**src/rtl/shift_exec_stage.sv**
```systemverilog
// shift_exec_stage: two-stage MIPS shift execute pipeline (sll/srl/sra) with
// valid/ready handshakes on both sides and a synchronous flush.
// S1 holds the decoded fields and S2 holds the computed result.
// Optional feature: define SHIFT_VAR_EN to add sllv/srlv/srav, which take the
// shift amount from rs_val[4:0]. Without it those functs are reported illegal.
module shift_exec_stage (
    input  logic        clk,
    input  logic        rst_n,
    input  logic        flush,
    input  logic        in_valid,
    output logic        in_ready,
    input  logic [31:0] in_instr,
    input  logic [31:0] in_rs_val,
    input  logic [31:0] in_rt_val,
    output logic        out_valid,
    input  logic        out_ready,
    output logic [31:0] out_result,
    output logic [4:0]  out_rd,
    output logic        out_illegal
);

    localparam logic [5:0] OP_SPECIAL = 6'b000000;
    localparam logic [5:0] FN_SLL     = 6'b000000;
    localparam logic [5:0] FN_SRL     = 6'b000010;
    localparam logic [5:0] FN_SRA     = 6'b000011;
`ifdef SHIFT_VAR_EN
    localparam logic [5:0] FN_SLLV    = 6'b000100;
    localparam logic [5:0] FN_SRLV    = 6'b000110;
    localparam logic [5:0] FN_SRAV    = 6'b000111;
`endif

    // S1: decoded fields
    logic        s1_valid_reg;
    logic [31:0] s1_value_reg;
    logic [4:0]  s1_amt_reg;
    logic [5:0]  s1_opcode_reg;
    logic [5:0]  s1_funct_reg;
    logic [4:0]  s1_rd_reg;

    // S2: computed result
    logic        s2_valid_reg;
    logic [31:0] s2_result_reg;
    logic [4:0]  s2_rd_reg;
    logic        s2_illegal_reg;

    logic        s2_advance;
    logic        s1_advance;
    logic [4:0]  in_amt;
    logic [31:0] result_next;
    logic        illegal_next;
    logic        unused_fields;

    // S2 can take new data when it is empty or its result leaves this cycle.
    assign s2_advance = !s2_valid_reg || out_ready;
    assign s1_advance = s1_valid_reg && s2_advance;
    assign in_ready   = !s1_valid_reg || s1_advance;

    // Variable shifts (funct bit 2 set) take their amount from rs; the amount
    // is resolved at S1 so S2 only ever sees a single 5-bit amount.
`ifdef SHIFT_VAR_EN
    assign in_amt        = in_instr[2] ? in_rs_val[4:0] : in_instr[10:6];
    assign unused_fields = ^{in_instr[25:16], in_rs_val[31:5]};
`else
    assign in_amt        = in_instr[10:6];
    assign unused_fields = ^{in_instr[25:16], in_rs_val};
`endif

    // Shift unit: unsupported opcode/funct yields zero and the illegal flag.
    always_comb begin
        result_next  = 32'd0;
        illegal_next = 1'b1;
        if (s1_opcode_reg == OP_SPECIAL) begin
            case (s1_funct_reg)
                FN_SLL: begin
                    result_next  = s1_value_reg << s1_amt_reg;
                    illegal_next = 1'b0;
                end
                FN_SRL: begin
                    result_next  = s1_value_reg >> s1_amt_reg;
                    illegal_next = 1'b0;
                end
                FN_SRA: begin
                    result_next  = $unsigned($signed(s1_value_reg) >>> s1_amt_reg);
                    illegal_next = 1'b0;
                end
`ifdef SHIFT_VAR_EN
                FN_SLLV: begin
                    result_next  = s1_value_reg << s1_amt_reg;
                    illegal_next = 1'b0;
                end
                FN_SRLV: begin
                    result_next  = s1_value_reg >> s1_amt_reg;
                    illegal_next = 1'b0;
                end
                FN_SRAV: begin
                    result_next  = $unsigned($signed(s1_value_reg) >>> s1_amt_reg);
                    illegal_next = 1'b0;
                end
`endif
                default: begin
                    result_next  = 32'd0;
                    illegal_next = 1'b1;
                end
            endcase
        end
    end

    // S1 register: capture decoded fields on an input transfer; flush wins.
    always_ff @(posedge clk or negedge rst_n) begin
        if (!rst_n) begin
            s1_valid_reg  <= 1'b0;
            s1_value_reg  <= 32'd0;
            s1_amt_reg    <= 5'd0;
            s1_opcode_reg <= 6'd0;
            s1_funct_reg  <= 6'd0;
            s1_rd_reg     <= 5'd0;
        end else if (flush) begin
            s1_valid_reg <= 1'b0;
        end else if (in_ready) begin
            s1_valid_reg <= in_valid;
            if (in_valid) begin
                s1_value_reg  <= in_rt_val;
                s1_amt_reg    <= in_amt;
                s1_opcode_reg <= in_instr[31:26];
                s1_funct_reg  <= in_instr[5:0];
                s1_rd_reg     <= in_instr[15:11];
            end
        end
    end

    // S2 register: hold while stalled so outputs stay stable; flush wins.
    always_ff @(posedge clk or negedge rst_n) begin
        if (!rst_n) begin
            s2_valid_reg   <= 1'b0;
            s2_result_reg  <= 32'd0;
            s2_rd_reg      <= 5'd0;
            s2_illegal_reg <= 1'b0;
        end else if (flush) begin
            s2_valid_reg <= 1'b0;
        end else if (s2_advance) begin
            s2_valid_reg <= s1_valid_reg;
            if (s1_valid_reg) begin
                s2_result_reg  <= result_next;
                s2_rd_reg      <= s1_rd_reg;
                s2_illegal_reg <= illegal_next;
            end
        end
    end

    assign out_valid   = s2_valid_reg;
    assign out_result  = s2_result_reg;
    assign out_rd      = s2_rd_reg;
    assign out_illegal = s2_illegal_reg;

endmodule
```
**config.mk**
```make
export PLATFORM = sky130hd
export DESIGN_NAME = shift_exec_stage
export DESIGN_NICKNAME = d
export VERILOG_FILES = /design/src/rtl/shift_exec_stage.sv
export SDC_FILE = /design/constraint.sdc
export NUM_CORES = 1
export LEC_CHECK = 0
export CORE_UTILIZATION = 49
export DETAILED_ROUTE_END_ITERATION = 7
export HOLD_SLACK_MARGIN = 0.08
export PLACE_DENSITY = 0.77
export SLEW_MARGIN = 25
export SYNTH_ARGS = -nofsm -noshare
export SYNTH_HDL_FRONTEND = slang
export SYNTH_SLANG_ARGS = --single-unit
```
**constraint.sdc**
```tcl
create_clock -name clk -period 2 [get_ports clk]
set_input_delay 0.3 -clock clk [delete_from_list [all_inputs] [get_ports clk]]
set_output_delay 0.3 -clock clk [all_outputs]
set_load 0.005 [all_outputs]
```
==> results of run 1 <==
## worst max-delay path, delay by kind of cell (launching register included)
| kind | cells | cell delay (ns) |
|---|---|---|
| buffers and inverters | 4 | 0.57 |
| AOI/OAI and AO/OA | 2 | 0.61 |
| muxes | 3 | 0.57 |
| DFF | 1 | 0.50 |
## metal layers
metal / track usage [%] / vias up / wire length, µm
li1: - / 3438 / -
met1: 55.8 / 3979 / 12600
met2: 64.4 / 734 / 14700
met3: 11.6 / 193 / 3960
met4: 20.9 / 2 / 1980
met5: 0 / - / 13
## Yosys cell counts (8+ instances only)
cell      number  area (µm²)
a211oi_1      11        82.6
a21oi_1       25         125
a221o_1        8        80.1
a22oi_1       12        90.1
a31oi_1        9        56.3
a32oi_1        8        70.1
buf_2         25         125
clkbuf_1      32         120
dfrtp_1       94        2350
mux2_2       104        1170
mux2i_1       45         450
mux4_2        33         743
nand2_1       91         342
nand3_1       15        75.1
nor2_1        48         180
nor3_1        19        95.1
o211ai_1      20         150
o21ai_0       28         140
o21ai_1        8        40.0
## layout by cell type (no fill, tap or decap), drive strengths merged, types with 4 or more instances in the layout
master,Yosys,final
nand2,92,92
a31oi,9,9
mux2,105,105
o22ai,5,5
nor3,20,20
o21ai,36,36
nand2b,5,5
buf,36,215
nor2b,6,6
o31ai,4,4
nand3,15,15
a211oi,11,11
clkbuf,32,9
a22o,4,4
inv,4,6
a32o,4,4
a22oi,12,12
o221ai,5,5
a21oi,25,25
dfrtp,94,94
a221o,8,8
a32oi,8,8
nor4,5,5
o211ai,20,20
mux4,33,33
and2,8,8
or2,5,5
clkdlybuf4s50,0,96
o311ai,6,6
mux2i,46,46
nor2,49,49
## worst paths after layout
| check | startpoint | endpoint | slack [ns] |
|---|---|---|---|
| setup / recovery | s1_amt_reg[0]$_DFFE_PN0P_ | out_result[25]$_DFFE_PN0P_ | -0.38 |
| hold / removal | rst_n | out_result[7]$_DFFE_PN0P_ | 0.39 |
| setup reg to reg | s1_amt_reg[0]$_DFFE_PN0P_ | out_result[25]$_DFFE_PN0P_ | -0.38 |
| hold reg to reg | out_result[14]$_DFFE_PN0P_ | out_result[14]$_DFFE_PN0P_ | 0.49 |
| max in group asynchronous | rst_n | s1_amt_reg[2]$_DFFE_PN0P_ | 1.00 |
| min in group clk | out_result[14]$_DFFE_PN0P_ | out_result[14]$_DFFE_PN0P_ | 0.49 |
## through the flow
step / instances / util (%) / hold slack (ns) / setup TNS (ns) / setup WS [ns]
after floorplan: 760 / - / 0.00441 / -0.00497 / -0.00340
after global placement: 1178 / 68.8 / 0.216 / -8.96 / -0.521
after detailed placement: 1178 / 68.8 / 0.226 / -11.14 / -0.536
after CTS: 1201 / 73.8 / 0.395 / -6.78 / -0.306
after global routing: 1204 / 74.8 / 0.440 / -10.06 / -0.435
final: 1204 / 74.8 / 0.390 / -8.98 / -0.382
## power breakdown
group | internal, mW | switching [mW] | leakage [nW] | total, mW
clock | 0.846 | 0.826 | 0.128 | 1.67
sequential | 2.11 | 0.332 | 1.17 | 2.44
combinational | 2.66 | 2.71 | 3.29 | 5.37
total | 5.61 | 3.87 | 4.58 | 9.48
## final cells by class
cell class | count | area [µm²] | area share (%)
timing repair buffer | 313 | 2920 | 26.6
clock inverter | 6 | 46.3 | 0.421
multi-input combinational | 593 | 5190 | 47.2
clock buffer | 9 | 225 | 2.05
sequential | 94 | 2360 | 21.4
tap | 184 | 230 | 2.09
inverter | 5 | 18.8 | 0.171
## logic make-up after synthesis
kind of cell    share of synthesized area [%]
compound gates                           18.1
flops                                    31.4
simple gates                             13.6
buf+inv                                  4.98
mux                                      31.9
## what timing repair did
| item | 4_1_cts | 5_1_grt |
|---|---|---|
| resized for setup | 86 | 29 |
| gates cloned | 1 | 0 |
| buffers inserted | 9 | 4 |
| hold endpoints to repair | 23 | 0 |
| pin swaps | 28 | 10 |
| hold buffers | 1 | 0 |
| endpoints found under the setup margin | 33 | 33 |
==> metrics.yaml, run 1 <==
pwr:
  finalPower_mw: 9.48
  leakagePower_nw: 4.58
  power.density_nw_per_um2: 862
  ir_drop_uv: 575
layout:
  diodes: 0
  layout.nets: 1117
  area_growth_pct: 46.8
  layout-drive-gt1-share_pct: 42.9
  fillers: 977
  finalInstanceArea_um2: 11000
floorplan:
  rows: 44
  fp.coreArea_um2: 14700
  die_h_um: 126
  die_x_um: 126
  die_area_um2: 15800
  initial_utilization_pct: 50.9
  io_pins: 141
timing:
  rsz0062_at_grt: "true"
  worst_slew_pin_slew_ns: 0.639
  slew_violations: 0
  post-route-min-period_ns: 2.38
  setup_ws_ns: -0.382
  finalHoldViolations: 0
  setup_viol: 32
  fin_skew_ns: 0.0113
  max_freq_ghz: 0.420
  fin_crit_sh_pct: 119
  relSlewSlack_pct: 57.0
clock_network:
  cts_buffers: 9
  cts.sinks: 94
  clk_pin_slew_ns: 0.07
  cts_buffer_depth: 2
  cts_max_level: 3
  clkLatencyLatePin_ns: 0.37
  cts_tree: "done"
  cts-root-buf: "clkbuf_16"
logic_synthesis:
  synthesis.area_um2: 7490
  yosysUniqueCellTypes: 69
  synth_edf_count: 0
  avgSynthCellArea_um2: 9.85
  seq_area_frac_synth_pct: 31.4
  postSynthCellCount: 760
  yosys_warnings: 0
  synth-async-reset-ratio_pct: 100
  synthFlopType: "dfrtp_1"
  ys_ff_latch: 94
  syn_nets: 861
drt:
  wl_per_cell_um: 27.6
  dr.pass1.iters: 8
  vias: 8346
  wirelength_um: 33300
  ant_nets: 0
  drc: 10
  via_per_inst: 6.93
  first_iter_violations: 1177
placed_design:
  dp_hpwl_um: 23800
  portBuffers: 98
  gp_congestion: 1.05
  dpl_cell_area_um2: 10100
global_route:
  grt_overflow: 0
  track_usage_pct: 42.4
  grt_first_pass_wirelength_um: 49900
  grt_pass1_vias: 8223
  antenna_found_initial: 1
  grt_max_degree: 55
outcome:
  violations: "DRC, setup timing"
  status: "finished with violations"
worst_setup_path:
  crit_required_ns: 2.24
  crit_path_end_kind: "flip-flop"
  critical_path_arrival_ns: 2.63
  critPathLaunchType: "flip-flop"
  slowest_stage: "dfrtp_4"
  slowest_delay_ns: 0.50
  cp_cell_sequence: "buf_12, buf_12, buf_8, mux2_4, mux2i_1, buf_4, mux2i_1, a221o_1, a221o_1"
  reg2reg_depth: 9
  critPathKind: "flip-flop to flip-flop"
  worstPathMaxFanout: 5
flow_run:
  cap_violations: 0
worst_hold_path:
  hp-class: "input port to async pin"
No activity file was read; power rests on OpenSTA's default activity.
==> run 2: changes to the inputs <==
Settings changed: ABC_CLOCK_PERIOD_IN_PS set to 2000, CORE_ASPECT_RATIO set to 1.2, CORE_MARGIN set to 2.
==> metrics.yaml, run 2 (synthesized netlist as in run 1, its figures left out) <==
outcome:
  status: "finished with violations"
  violations: "setup timing"
worst_hold_path:
  hp-class: "flip-flop to flip-flop"
  holdPathStages: 2
clock_network:
  cts-root-buf: "clkbuf_16"
  cts.sinks: 94  # unchanged
  cts_max_level: 3  # unchanged
  clkLatencyLatePin_ns: 0.36  # about the same
  cts_buffer_depth: 2  # unchanged
  cts_tree: "done"
  cts_buffers: 9  # unchanged
  clk_pin_slew_ns: 0.07  # about the same
global_route:
  grt_overflow: 0  # unchanged
  track_usage_pct: 40.5  # -1.9 points
  grt_first_pass_wirelength_um: 48600  # -2.5%
  grt_max_degree: 95  # +73%
  antenna_found_initial: 0  # -1
  grt_pass1_vias: 7862  # -4.4%
worst_setup_path:
  slowest_delay_ns: 0.56  # +0.06 ns
  crit_required_ns: 2.30  # +0.06 ns
  crit_path_end_kind: "flip-flop"
  critPathKind: "flip-flop to flip-flop"
  path_buf_inv: 4  # unchanged
  worstPathMaxFanout: 6  # +1
  critical_path_arrival_ns: 2.68  # +0.05 ns
  reg2reg_depth: 10  # +1
  slowest_stage: "dfrtp_4"
  critPathLaunchType: "flip-flop"
  cp_cell_sequence: "buf_6, buf_6, buf_4, mux2i_1, mux2_4, mux2i_1, buf_4, nand2_1, a21oi_1, a221o_1"
  r2r_setup_slack_ns: -0.37  # about the same
  cp_top_family: "multiplexers"
  cp_num_cells: 10  # +1
layout:
  layout-drive-gt1-share_pct: 45.0  # +2.0 points
  layout.nets: 1123  # +0.54%
  layout_common_cells: "buf_4 (196), clkdlybuf4s50_1 (96), dfrtp_1 (92)"
  area_growth_pct: 48.8
  fin_util_pct: 74.4  # -0.35 points
  mostFrequentLayoutCell: "buf_4"
  diodes: 0  # unchanged
  fillers: 1038  # +6.2%
drt:
  dr.pass1.iters: 6  # -2
  wl_per_cell_um: 26.9  # -2.7%
  drc: 0  # -10
  first_iter_violations: 977  # -17%
  via_per_inst: 6.63  # -4.3%
  ant_nets: 0  # unchanged
  wirelength_um: 33100  # -0.51%
  vias: 8163  # -2.2%
placed_design:
  pre_cts_ws_ns: -0.420  # +0.116 ns
  gp_congestion: 1.07  # +1.8%
  portBuffers: 98  # unchanged
  dp_hpwl_um: 24400  # +2.5%
pwr:
  power.density_nw_per_um2: 880  # +2.1%
  leakagePower_nw: 4.62  # +0.71%
  ir_drop_uv: 762  # +33%
floorplan:
  rows: 49  # +11%
  fp.coreArea_um2: 15000  # +1.8%
  die_x_um: 117  # -7.0%
  io_pins: 141  # unchanged
  die_area_um2: 16300  # +3.2%
  initial_utilization_pct: 50.0  # -0.89 points
  die_h_um: 139  # +11%
timing:
  setup_viol: 32  # unchanged
  fin_crit_sh_pct: 119  # -0.39 points
  slew_violations: 0  # unchanged
  finalHoldViolations: 0  # unchanged
  setup_ws_ns: -0.374  # +0.00780 ns
  worst_slew_pin_slew_ns: 0.553  # -0.0852 ns
  post-route-min-period_ns: 2.37  # -0.00780 ns
  relSlewSlack_pct: 63.1  # +6.1 points
  max_freq_ghz: 0.421  # +0.33%
  rsz0062_at_grt: "true"
  fin_skew_ns: 0.00565  # -0.00562 ns
flow_run:
  cap_violations: 0  # unchanged
run 2: stage by stage:
stage	total power, mW	cell area (µm²)	cells	setup TNS, ns	hold WS, ns
floorplan	4.67	7520	760	-0.00497	0.00441
global placement	6.83	10200	1206	-7.60	0.388
detailed placement	6.89	10200	1206	-8.83	0.401
CTS	9.37	10900	1229	-6.39	0.495
global route	10.1	11100	1231	-9.03	0.518
finish	9.80	11100	1231	-7.40	0.487
run 2: worst reg2reg max path, stage by stage (launching register included):
cell     delay (ns)
dfrtp_4        0.56
buf_6          0.18
buf_6          0.14
buf_4          0.14
mux2i_1        0.13
mux2_4         0.32
mux2i_1        0.29
buf_4          0.18
nand2_1        0.06
a21oi_1        0.19
a221o_1        0.13
run 2: power by group:
group	leakage [nW]	internal (mW)	switching, mW
clock	0.165	1.24	0.823
sequential	1.17	2.11	0.317
combinational	3.28	2.63	2.69
total	4.62	5.97	3.83
run 2: area by class of cell:
type / instances / area (µm²) / share of cell area, %
Multi-Input combinational cell: 593 / 5260 / 47.3
Clock inverter: 6 / 118 / 1.06
Timing Repair Buffer: 319 / 2900 / 26.0
Sequential cell: 94 / 2360 / 21.2
Tap cell: 204 / 255 / 2.29
Inverter: 5 / 18.8 / 0.169
Clock buffer: 10 / 229 / 2.06
run 2: path summary, 6_finish.rpt:
kind,endpoint,from
worst max-delay path,out_result[19]$_DFFE_PN0P_,s1_amt_reg[0]$_DFFE_PN0P_
worst min register to register,out_result[3]$_DFFE_PN0P_,out_result[3]$_DFFE_PN0P_
worst min-delay path,out_result[3]$_DFFE_PN0P_,out_result[3]$_DFFE_PN0P_
max in group asynchronous,s1_value_reg[29]$_DFFE_PN0P_,rst_n
worst max register to register,out_result[19]$_DFFE_PN0P_,s1_amt_reg[0]$_DFFE_PN0P_
min in group asynchronous,out_result[2]$_DFFE_PN0P_,rst_n
run 2: timing repair:
action | CTS | global route
gates resized for setup | 88 | 46
pin swaps | 21 | 7
setup endpoints to repair | 34 | 33
hold endpoints to repair | 94 | 0
buffers inserted | 8 | 1
gates cloned | 0 | 1
hold buffers | 1 | 0
run 2: metal layers:
metal / vias up / GRT usage (%) / part of all wire, %
met2: 611 / 62.4 / 46
met3: 181 / 7.67 / 9.8
met4: 0 / 20.9 / 6.9
met1: 3910 / 53.9 / 37
li1: 3461 / - / -
met5: - / 0 / 0
